**config.mk**
```make
export PLATFORM = sky130hd
export DESIGN_NAME = cmp_sequencer
export DESIGN_NICKNAME = d
export VERILOG_FILES = /design/src/rtl/cmp_sequencer_pkg.sv /design/src/rtl/cmp_sequencer_seg7.sv /design/src/rtl/cmp_sequencer.sv
export SDC_FILE = /design/constraint.sdc
export NUM_CORES = 1
export LEC_CHECK = 0
export ABC_CLOCK_PERIOD_IN_PS = 6570
export CAP_MARGIN = 0
export CORE_ASPECT_RATIO = 0.75
export CORE_MARGIN = 5
export CORE_UTILIZATION = 30
export DETAILED_ROUTE_END_ITERATION = 8
export PLACE_DENSITY = 0.56
export SKIP_LAST_GASP = 1
export SLEW_MARGIN = 20
export SYNTH_ARGS = -nofsm -noshare
export SYNTH_HDL_FRONTEND = slang
export SYNTH_SLANG_ARGS = --single-unit
export TNS_END_PERCENT = 10
```
**constraint.sdc**
```tcl
create_clock -name MAX10_CLK1_50 -period 6.57 [get_ports MAX10_CLK1_50]
set_clock_uncertainty 0.1 [all_clocks]
set_input_delay 0.657 -clock MAX10_CLK1_50 [delete_from_list [all_inputs] [get_ports MAX10_CLK1_50]]
set_output_delay 0.657 -clock MAX10_CLK1_50 [all_outputs]
set_load 0.01 [all_outputs]
```
**src/rtl/cmp_sequencer_pkg.sv**
```systemverilog
// Shared types and constants for the compare sequencer: FSM states, compare
// modes, blank segment pattern and the flag computation used in EVAL.
package cmp_sequencer_pkg;

    typedef enum logic [1:0] {
        IDLE = 2'd0,
        EVAL = 2'd1,
        SHOW = 2'd2
    } state_t;

    localparam logic [1:0] MODE_UNSIGNED = 2'b00;
    localparam logic [1:0] MODE_SIGNED   = 2'b01;
    localparam logic [1:0] MODE_EQUAL    = 2'b10;
    localparam logic [1:0] MODE_MAX      = 2'b11;

    localparam logic [7:0] SEG_BLANK = 8'hFF;

    // Returns {gt, eq, lt}; equality-only mode suppresses the ordering flags.
    function automatic logic [2:0] compare_flags(input logic [3:0] a,
                                                 input logic [3:0] b,
                                                 input logic [1:0] mode);
        logic signed [3:0] sa;
        logic signed [3:0] sb;
        logic              lt;
        logic              gt;
        sa = a;
        sb = b;
        if (mode == MODE_SIGNED) begin
            lt = (sa < sb);
            gt = (sa > sb);
        end else begin
            lt = (a < b);
            gt = (a > b);
        end
        if (mode == MODE_EQUAL) begin
            lt = 1'b0;
            gt = 1'b0;
        end
        return {gt, (a == b), lt};
    endfunction

endpackage

```
**src/rtl/cmp_sequencer_seg7.sv**
```systemverilog
// Hex digit to active-low seven-segment pattern; bit 7 is the decimal point (off).
module seg7_decode (
    input  logic [3:0] digit,
    output logic [7:0] seg
);

    always_comb begin
        seg = 8'hFF;
        case (digit)
            4'h0: seg = 8'hC0;
            4'h1: seg = 8'hF9;
            4'h2: seg = 8'hA4;
            4'h3: seg = 8'hB0;
            4'h4: seg = 8'h99;
            4'h5: seg = 8'h92;
            4'h6: seg = 8'h82;
            4'h7: seg = 8'hF8;
            4'h8: seg = 8'h80;
            4'h9: seg = 8'h90;
            4'hA: seg = 8'h88;
            4'hB: seg = 8'h83;
            4'hC: seg = 8'hC6;
            4'hD: seg = 8'hA1;
            4'hE: seg = 8'h86;
            4'hF: seg = 8'h8E;
            default: seg = 8'hFF;
        endcase
    end

endmodule

```
**src/rtl/cmp_sequencer.sv**
```systemverilog
// Button-stepped 4-bit comparator: debounced KEY[1] captures SW operands, a
// one-cycle EVAL computes flags, SHOW displays them until a step or timeout.
module cmp_sequencer
    import cmp_sequencer_pkg::*;
#(
    parameter int DEBOUNCE_CYCLES = 500000,
    parameter int HOLD_CYCLES     = 250000000
) (
    input  logic       MAX10_CLK1_50,
    input  logic [1:0] KEY,
    input  logic [9:0] SW,
    output logic [9:0] LEDR,
    output logic [7:0] HEX0,
    output logic [7:0] HEX1,
    output logic [7:0] HEX2,
    output logic [7:0] HEX3,
    output logic [7:0] HEX4,
    output logic [7:0] HEX5
);

    localparam int DB_W   = $clog2(DEBOUNCE_CYCLES + 1);
    localparam int HOLD_W = $clog2(HOLD_CYCLES + 1);
    localparam logic [DB_W-1:0]   DB_LAST   = DB_W'(DEBOUNCE_CYCLES - 1);
    localparam logic [HOLD_W-1:0] HOLD_LAST = HOLD_W'(HOLD_CYCLES - 1);

    logic clk;
    logic rst_n;
    assign clk   = MAX10_CLK1_50;
    assign rst_n = KEY[0];

    // Stage p0/p1: two-flop synchronizer, reset to the released level
    logic sync_p0;
    logic sync_p1;
    always_ff @(posedge clk or negedge rst_n) begin
        if (!rst_n) begin
            sync_p0 <= 1'b1;
            sync_p1 <= 1'b1;
        end else begin
            sync_p0 <= KEY[1];
            sync_p1 <= sync_p0;
        end
    end

    // Stage p2: debounced level; a step fires only on an accepted press edge
    logic            pressed;
    logic            step;
    logic [DB_W-1:0] db_cnt;
    always_ff @(posedge clk or negedge rst_n) begin
        if (!rst_n) begin
            pressed <= 1'b0;
            step    <= 1'b0;
            db_cnt  <= '0;
        end else begin
            step <= 1'b0;
            if ((!sync_p1) != pressed) begin
                if (db_cnt == DB_LAST) begin
                    pressed <= !sync_p1;
                    step    <= !sync_p1;
                    db_cnt  <= '0;
                end else begin
                    db_cnt <= db_cnt + 1'b1;
                end
            end else begin
                db_cnt <= '0;
            end
        end
    end

    state_t              state;
    state_t              state_next;
    logic [3:0]          a;
    logic [3:0]          b;
    logic [1:0]          mode;
    logic [2:0]          flags;
    logic [3:0]          ones;
    logic [3:0]          tens;
    logic [HOLD_W-1:0]   hold_cnt;

    always_ff @(posedge clk or negedge rst_n) begin
        if (!rst_n) state <= IDLE;
        else        state <= state_next;
    end

    always_comb begin
        state_next = state;
        case (state)
            IDLE:    if (step) state_next = EVAL;
            EVAL:    state_next = SHOW;
            SHOW:    if (step || (hold_cnt == HOLD_LAST)) state_next = IDLE;
            default: state_next = IDLE;
        endcase
    end

    always_ff @(posedge clk or negedge rst_n) begin
        if (!rst_n) begin
            a        <= '0;
            b        <= '0;
            mode     <= '0;
            flags    <= '0;
            ones     <= '0;
            tens     <= '0;
            hold_cnt <= '0;
        end else begin
            case (state)
                IDLE: begin
                    if (step) begin
                        a    <= SW[3:0];
                        b    <= SW[7:4];
                        mode <= SW[9:8];
                    end
                end
                EVAL: begin
                    flags    <= compare_flags(a, b, mode);
                    hold_cnt <= '0;
                    if (ones == 4'd9) begin
                        ones <= 4'd0;
                        tens <= (tens == 4'd9) ? 4'd0 : tens + 4'd1;
                    end else begin
                        ones <= ones + 4'd1;
                    end
                end
                SHOW:    hold_cnt <= hold_cnt + 1'b1;
                default: ;
            endcase
        end
    end

    logic [3:0] digit_a;
    logic [3:0] digit_b;
    logic [3:0] max_ab;
    logic [7:0] seg_mode;
    logic [7:0] seg_max;

    assign digit_a = (state == IDLE) ? SW[3:0] : a;
    assign digit_b = (state == IDLE) ? SW[7:4] : b;
    assign max_ab  = (a >= b) ? a : b;

    seg7_decode u_hex0 (.digit(digit_a),        .seg(HEX0));
    seg7_decode u_hex1 (.digit(digit_b),        .seg(HEX1));
    seg7_decode u_hex2 (.digit({2'b00, mode}),  .seg(seg_mode));
    seg7_decode u_hex3 (.digit(max_ab),         .seg(seg_max));
    seg7_decode u_hex4 (.digit(ones),           .seg(HEX4));
    seg7_decode u_hex5 (.digit(tens),           .seg(HEX5));

    assign HEX2 = (state == SHOW) ? seg_mode : SEG_BLANK;
    assign HEX3 = ((state == SHOW) && (mode == MODE_MAX)) ? seg_max : SEG_BLANK;
    assign LEDR = {(state != IDLE), 6'b000000, (state == SHOW) ? flags : 3'b000};

endmodule

```
==> qor.json <==
{
  "antenna_found_initial": {"value": 0},
  "ys_seq_area_frac": {"value": 0.351},
  "power.static_leakage": {"value": 2.71, "unit": "nW"},
  "rows": {"value": 42},
  "worstHoldPathCells": {"value": 0},
  "cts_made_buffers": {"value": 9},
  "critical-path-max-stage-delay": {"value": 520, "unit": "ps"},
  "wl_met2": {"value": 4990, "unit": "um"},
  "irDropWorstVdd": {"value": 0.153, "unit": "mV"},
  "max_slew_margin": {"value": 0.362},
  "pin_count_of_the_biggest_net_entering_global_routing": {"value": 75},
  "die-area": {"value": 0.0204, "unit": "mm^2"},
  "hold_start": {"value": "sync_p0$_DFF_PN1_"},
  "syn_to_final_growth": {"value": 20.2, "unit": "%"},
  "clockRootBuffer": {"value": "sky130_fd_sc_hd__clkbuf_16"},
  "max_cap_viol_count": {"value": 0},
  "worst_setup_path_startpoint": {"value": "b[3]$_DFFE_PN0P_"},
  "routed-via-count": {"value": 4369},
  "path_buf_inv": {"value": 3},
  "timing.final.hold_violations": {"value": 0},
  "starting_density_of_the_core": {"value": 0.303},
  "wl_met1": {"value": 6320, "unit": "um"},
  "clockBufferDepth": {"value": 2},
  "switching_share": {"value": 0.254},
  "route.detailed.drc": {"value": 0},
  "synth_largest_type_area_fraction": {"value": 0.341},
  "n_fill_cell": {"value": 1807},
  "yosys.cell_types.count": {"value": 65},
  "postCtsResizedCells": {"value": 0},
  "cts-htree-levels": {"value": 3},
  "avgSynthCellArea": {"value": 8.72, "unit": "um^2"},
  "final_max_slew_viol_count": {"value": 0},
  "critical-path-top-delay-family": {"value": "compound AO/OA/AOI/OAI gates"},
  "max_freq": {"value": 202, "unit": "MHz"},
  "first_global_vias": {"value": 4125},
  "num-nets-final": {"value": 706},
  "number_of_synthesis_warnings": {"value": 0},
  "gp_routability_congestion": {"value": 0.909},
  "wire_per_inst": {"value": 13.3, "unit": "um"},
  "synth.largest_area_cell": {"value": "sky130_fd_sc_hd__dfrtp_1"},
  "crit-reg2reg-capture": {"value": "hold_cnt[25]$_DFFE_PN0P_"},
  "routed.top_layer": {"value": "met4"},
  "post-synth-top-count-cell": {"value": "sky130_fd_sc_hd__nor2_1"},
  "synth-edff-count": {"value": 0},
  "synthesis.area": {"value": 0.00528, "unit": "mm^2"},
  "reg2reg_slack": {"value": 4110, "unit": "ps"},
  "globalRoute.totalOverflow": {"value": 0},
  "internal_power": {"value": 0.835, "unit": "mW"},
  "ioPinCount": {"value": 71},
  "power": {"value": 1.12, "unit": "mW"},
  "setup_violations": {"value": 0},
  "crit_path_end_kind": {"value": "output pin"},
  "clock_latency_on_the_worst_skew_pair": {"value": 340, "unit": "ps"},
  "power_frac_seq": {"value": 0.420},
  "total_number_of_clock_tree_sinks": {"value": 74},
  "crit_arrival": {"value": 4200, "unit": "ps"},
  "post_synth_most_frequent_cells": {"value": "sky130_fd_sc_hd__nor2_1 (75), sky130_fd_sc_hd__dfrtp_1 (72), sky130_fd_sc_hd__nand2_1 (72), sky130_fd_sc_hd__ha_1 (39), sky130_fd_sc_hd__o21ai_0 (33)"},
  "detail_route.iter0.violations": {"value": 326},
  "finalCritPeriodShare": {"value": 0.754},
  "diodes": {"value": 0},
  "criticalPathCategory": {"value": "reg -> out"},
  "list_of_cells_traversed_by_the_critical_path": {"value": "inv_1, ha_1, a21oi_4, nand2_1, nor2_2, mux2i_1, inv_1, ha_1, a21boi_0, a211o_1, a211o_1, clkdlybuf4s50_1"},
  "reg2reg_from": {"value": "state[0]$_DFFE_PN0P_"},
  "worst_setup_path_start_kind": {"value": "flop"},
  "hold_path_end": {"value": "sync_p1$_DFF_PN1_"},
  "postCtsSetupBuffers": {"value": 0},
  "crit_path_max_fanout": {"value": 12},
  "io_buffers": {"value": 58},
  "worst_ep_required_time": {"value": 5810, "unit": "ps"},
  "average_vias_per_placed_instance": {"value": 4.85},
  "postSynth.asyncResetShare": {"value": 1.00},
  "postSynthCellCount": {"value": 606},
  "rr_worst_depth": {"value": 8},
  "path_clk_slew": {"value": 60, "unit": "ps"},
  "synth.top_cells.by_area": {"value": "sky130_fd_sc_hd__dfrtp_1 (34%), sky130_fd_sc_hd__ha_1 (9.2%), sky130_fd_sc_hd__nor2_1 (5.3%)"},
  "worst_pin_slew": {"value": 957, "unit": "ps"},
  "die_y": {"value": 125, "unit": "um"},
  "combinationalPowerShare": {"value": 0.123},
  "power.switching": {"value": 0.285, "unit": "mW"},
  "pwr_density_cell": {"value": 176, "unit": "mW/mm^2"},
  "globalRouteTotalUtil": {"value": 0.117},
  "hold_path_class": {"value": "reg -> reg"},
  "totalWireLength": {"value": 12000, "unit": "um"},
  "wire_length_of_the_first_global_routing_pass": {"value": 20300, "unit": "um"},
  "crit_slowest_cell": {"value": "sky130_fd_sc_hd__dfrtp_1"},
  "setup_tns": {"value": 0, "unit": "ps"},
  "ant_nets": {"value": 0},
  "setup_repair_after_global_routing_missed_its_margin": {"value": "no"},
  "core_area": {"value": 0.0174, "unit": "mm^2"},
  "wl_met3": {"value": 540, "unit": "um"},
  "hold_buffers": {"value": 0},
  "post_route_cells_drive_above_1_share": {"value": 0.0774},
  "tritoncts": {"value": "built"},
  "tmin_final": {"value": 4950, "unit": "ps"},
  "run_status": {"value": "finished clean"},
  "clock_power_share": {"value": 0.457},
  "hpwl": {"value": 8800, "unit": "um"},
  "dr.pass1.iters": {"value": 5},
  "ys_seq_elements": {"value": 74},
  "die-width": {"value": 163, "unit": "um"},
  "synth-main-ff-cell": {"value": "sky130_fd_sc_hd__dfrtp_1"}
}
## registers in the layout, indices dropped and copies added (netlist names)
name / flops
hold_cnt: 28
db_cnt: 19
a: 4
b: 4
ones: 4
tens: 4
flags: 3
mode: 2
state: 2
pressed: 1
step: 1
sync_p0: 1
sync_p1: 1
## through the flow
step | utilization | setup WS [ps] | area (um^2) | hold WS [ps] | cells
final | 0.364 | 1620 | 6350 | 257 | 901
after CTS | 0.364 | 1630 | 6350 | 258 | 901
after global routing | 0.364 | 1370 | 6350 | 264 | 901
after global placement | 0.346 | 2200 | 6030 | 252 | 885
after floorplan | - | 2740 | 5320 | 245 | 616
after detailed placement | 0.346 | 1990 | 6030 | 249 | 885
## area by class of cell
type / instances / area, um^2 / share of cell area
sequential: 74 / 1850 / 0.292
clock inverter: 5 / 60.1 / 0.00946
clock buffer: 11 / 253 / 0.0398
inverter: 31 / 116 / 0.0183
timing repair buffer: 60 / 591 / 0.0930
multi-input combinational: 478 / 3170 / 0.500
tap: 242 / 303 / 0.0477
## cell families after synthesis
| kind of cell | synth area share |
|---|---|
| AOI/OAI and AO/OA | 0.141 |
| xor gates and xnor gates | 0.0696 |
| adders and majority gates | 0.0924 |
| buffers and inverters | 0.0559 |
| DFF | 0.351 |
| muxes | 0.0677 |
| other | 0.00142 |
| and+or+nand+nor | 0.221 |
## cells in the final DEF (no fill, tap or decap), types with 18 or more instances in the layout
cell type | Yosys | routed
sky130_fd_sc_hd__nand2_1 | 72 | 72
sky130_fd_sc_hd__inv_1 | 31 | 31
sky130_fd_sc_hd__xnor2_1 | 18 | 18
sky130_fd_sc_hd__nor2_1 | 75 | 75
sky130_fd_sc_hd__xor2_1 | 24 | 24
sky130_fd_sc_hd__clkdlybuf4s50_1 | 0 | 57
sky130_fd_sc_hd__ha_1 | 39 | 39
sky130_fd_sc_hd__nand3_1 | 30 | 30
sky130_fd_sc_hd__o21ai_0 | 33 | 33
sky130_fd_sc_hd__dfrtp_1 | 72 | 72
## routing by layer
layer / track usage / vias up
li1: - / 2187
met1: 0.177 / 2080
met2: 0.166 / 87
met3: 0.0304 / 15
met4: 0.0306 / 0
met5: 0 / -
## worst max path at each step
stage | end | cells past startpoint | slack, ps
floorplan | HEX3[3] | 13 | 2740
global placement | HEX3[3] | 12 | 2200
detailed placement | HEX3[3] | 12 | 1990
CTS | HEX3[3] | 12 | 1630
global route | HEX3[3] | 12 | 1370
finish | HEX3[3] | 12 | 1620
## power groups by stage
stage | clock (mW) | sequential, mW | combinational, mW
6_report | 0.512 | 0.470 | 0.138
3_3_place_gp | 0 | 0.478 | 0.134
3_5_place_dp | 0 | 0.478 | 0.137
5_1_grt | 0.548 | 0.471 | 0.152
2_1_floorplan | 0 | 0.474 | 0.0951
4_1_cts | 0.527 | 0.470 | 0.138
No activity file was read; power rests on OpenSTA's default activity.
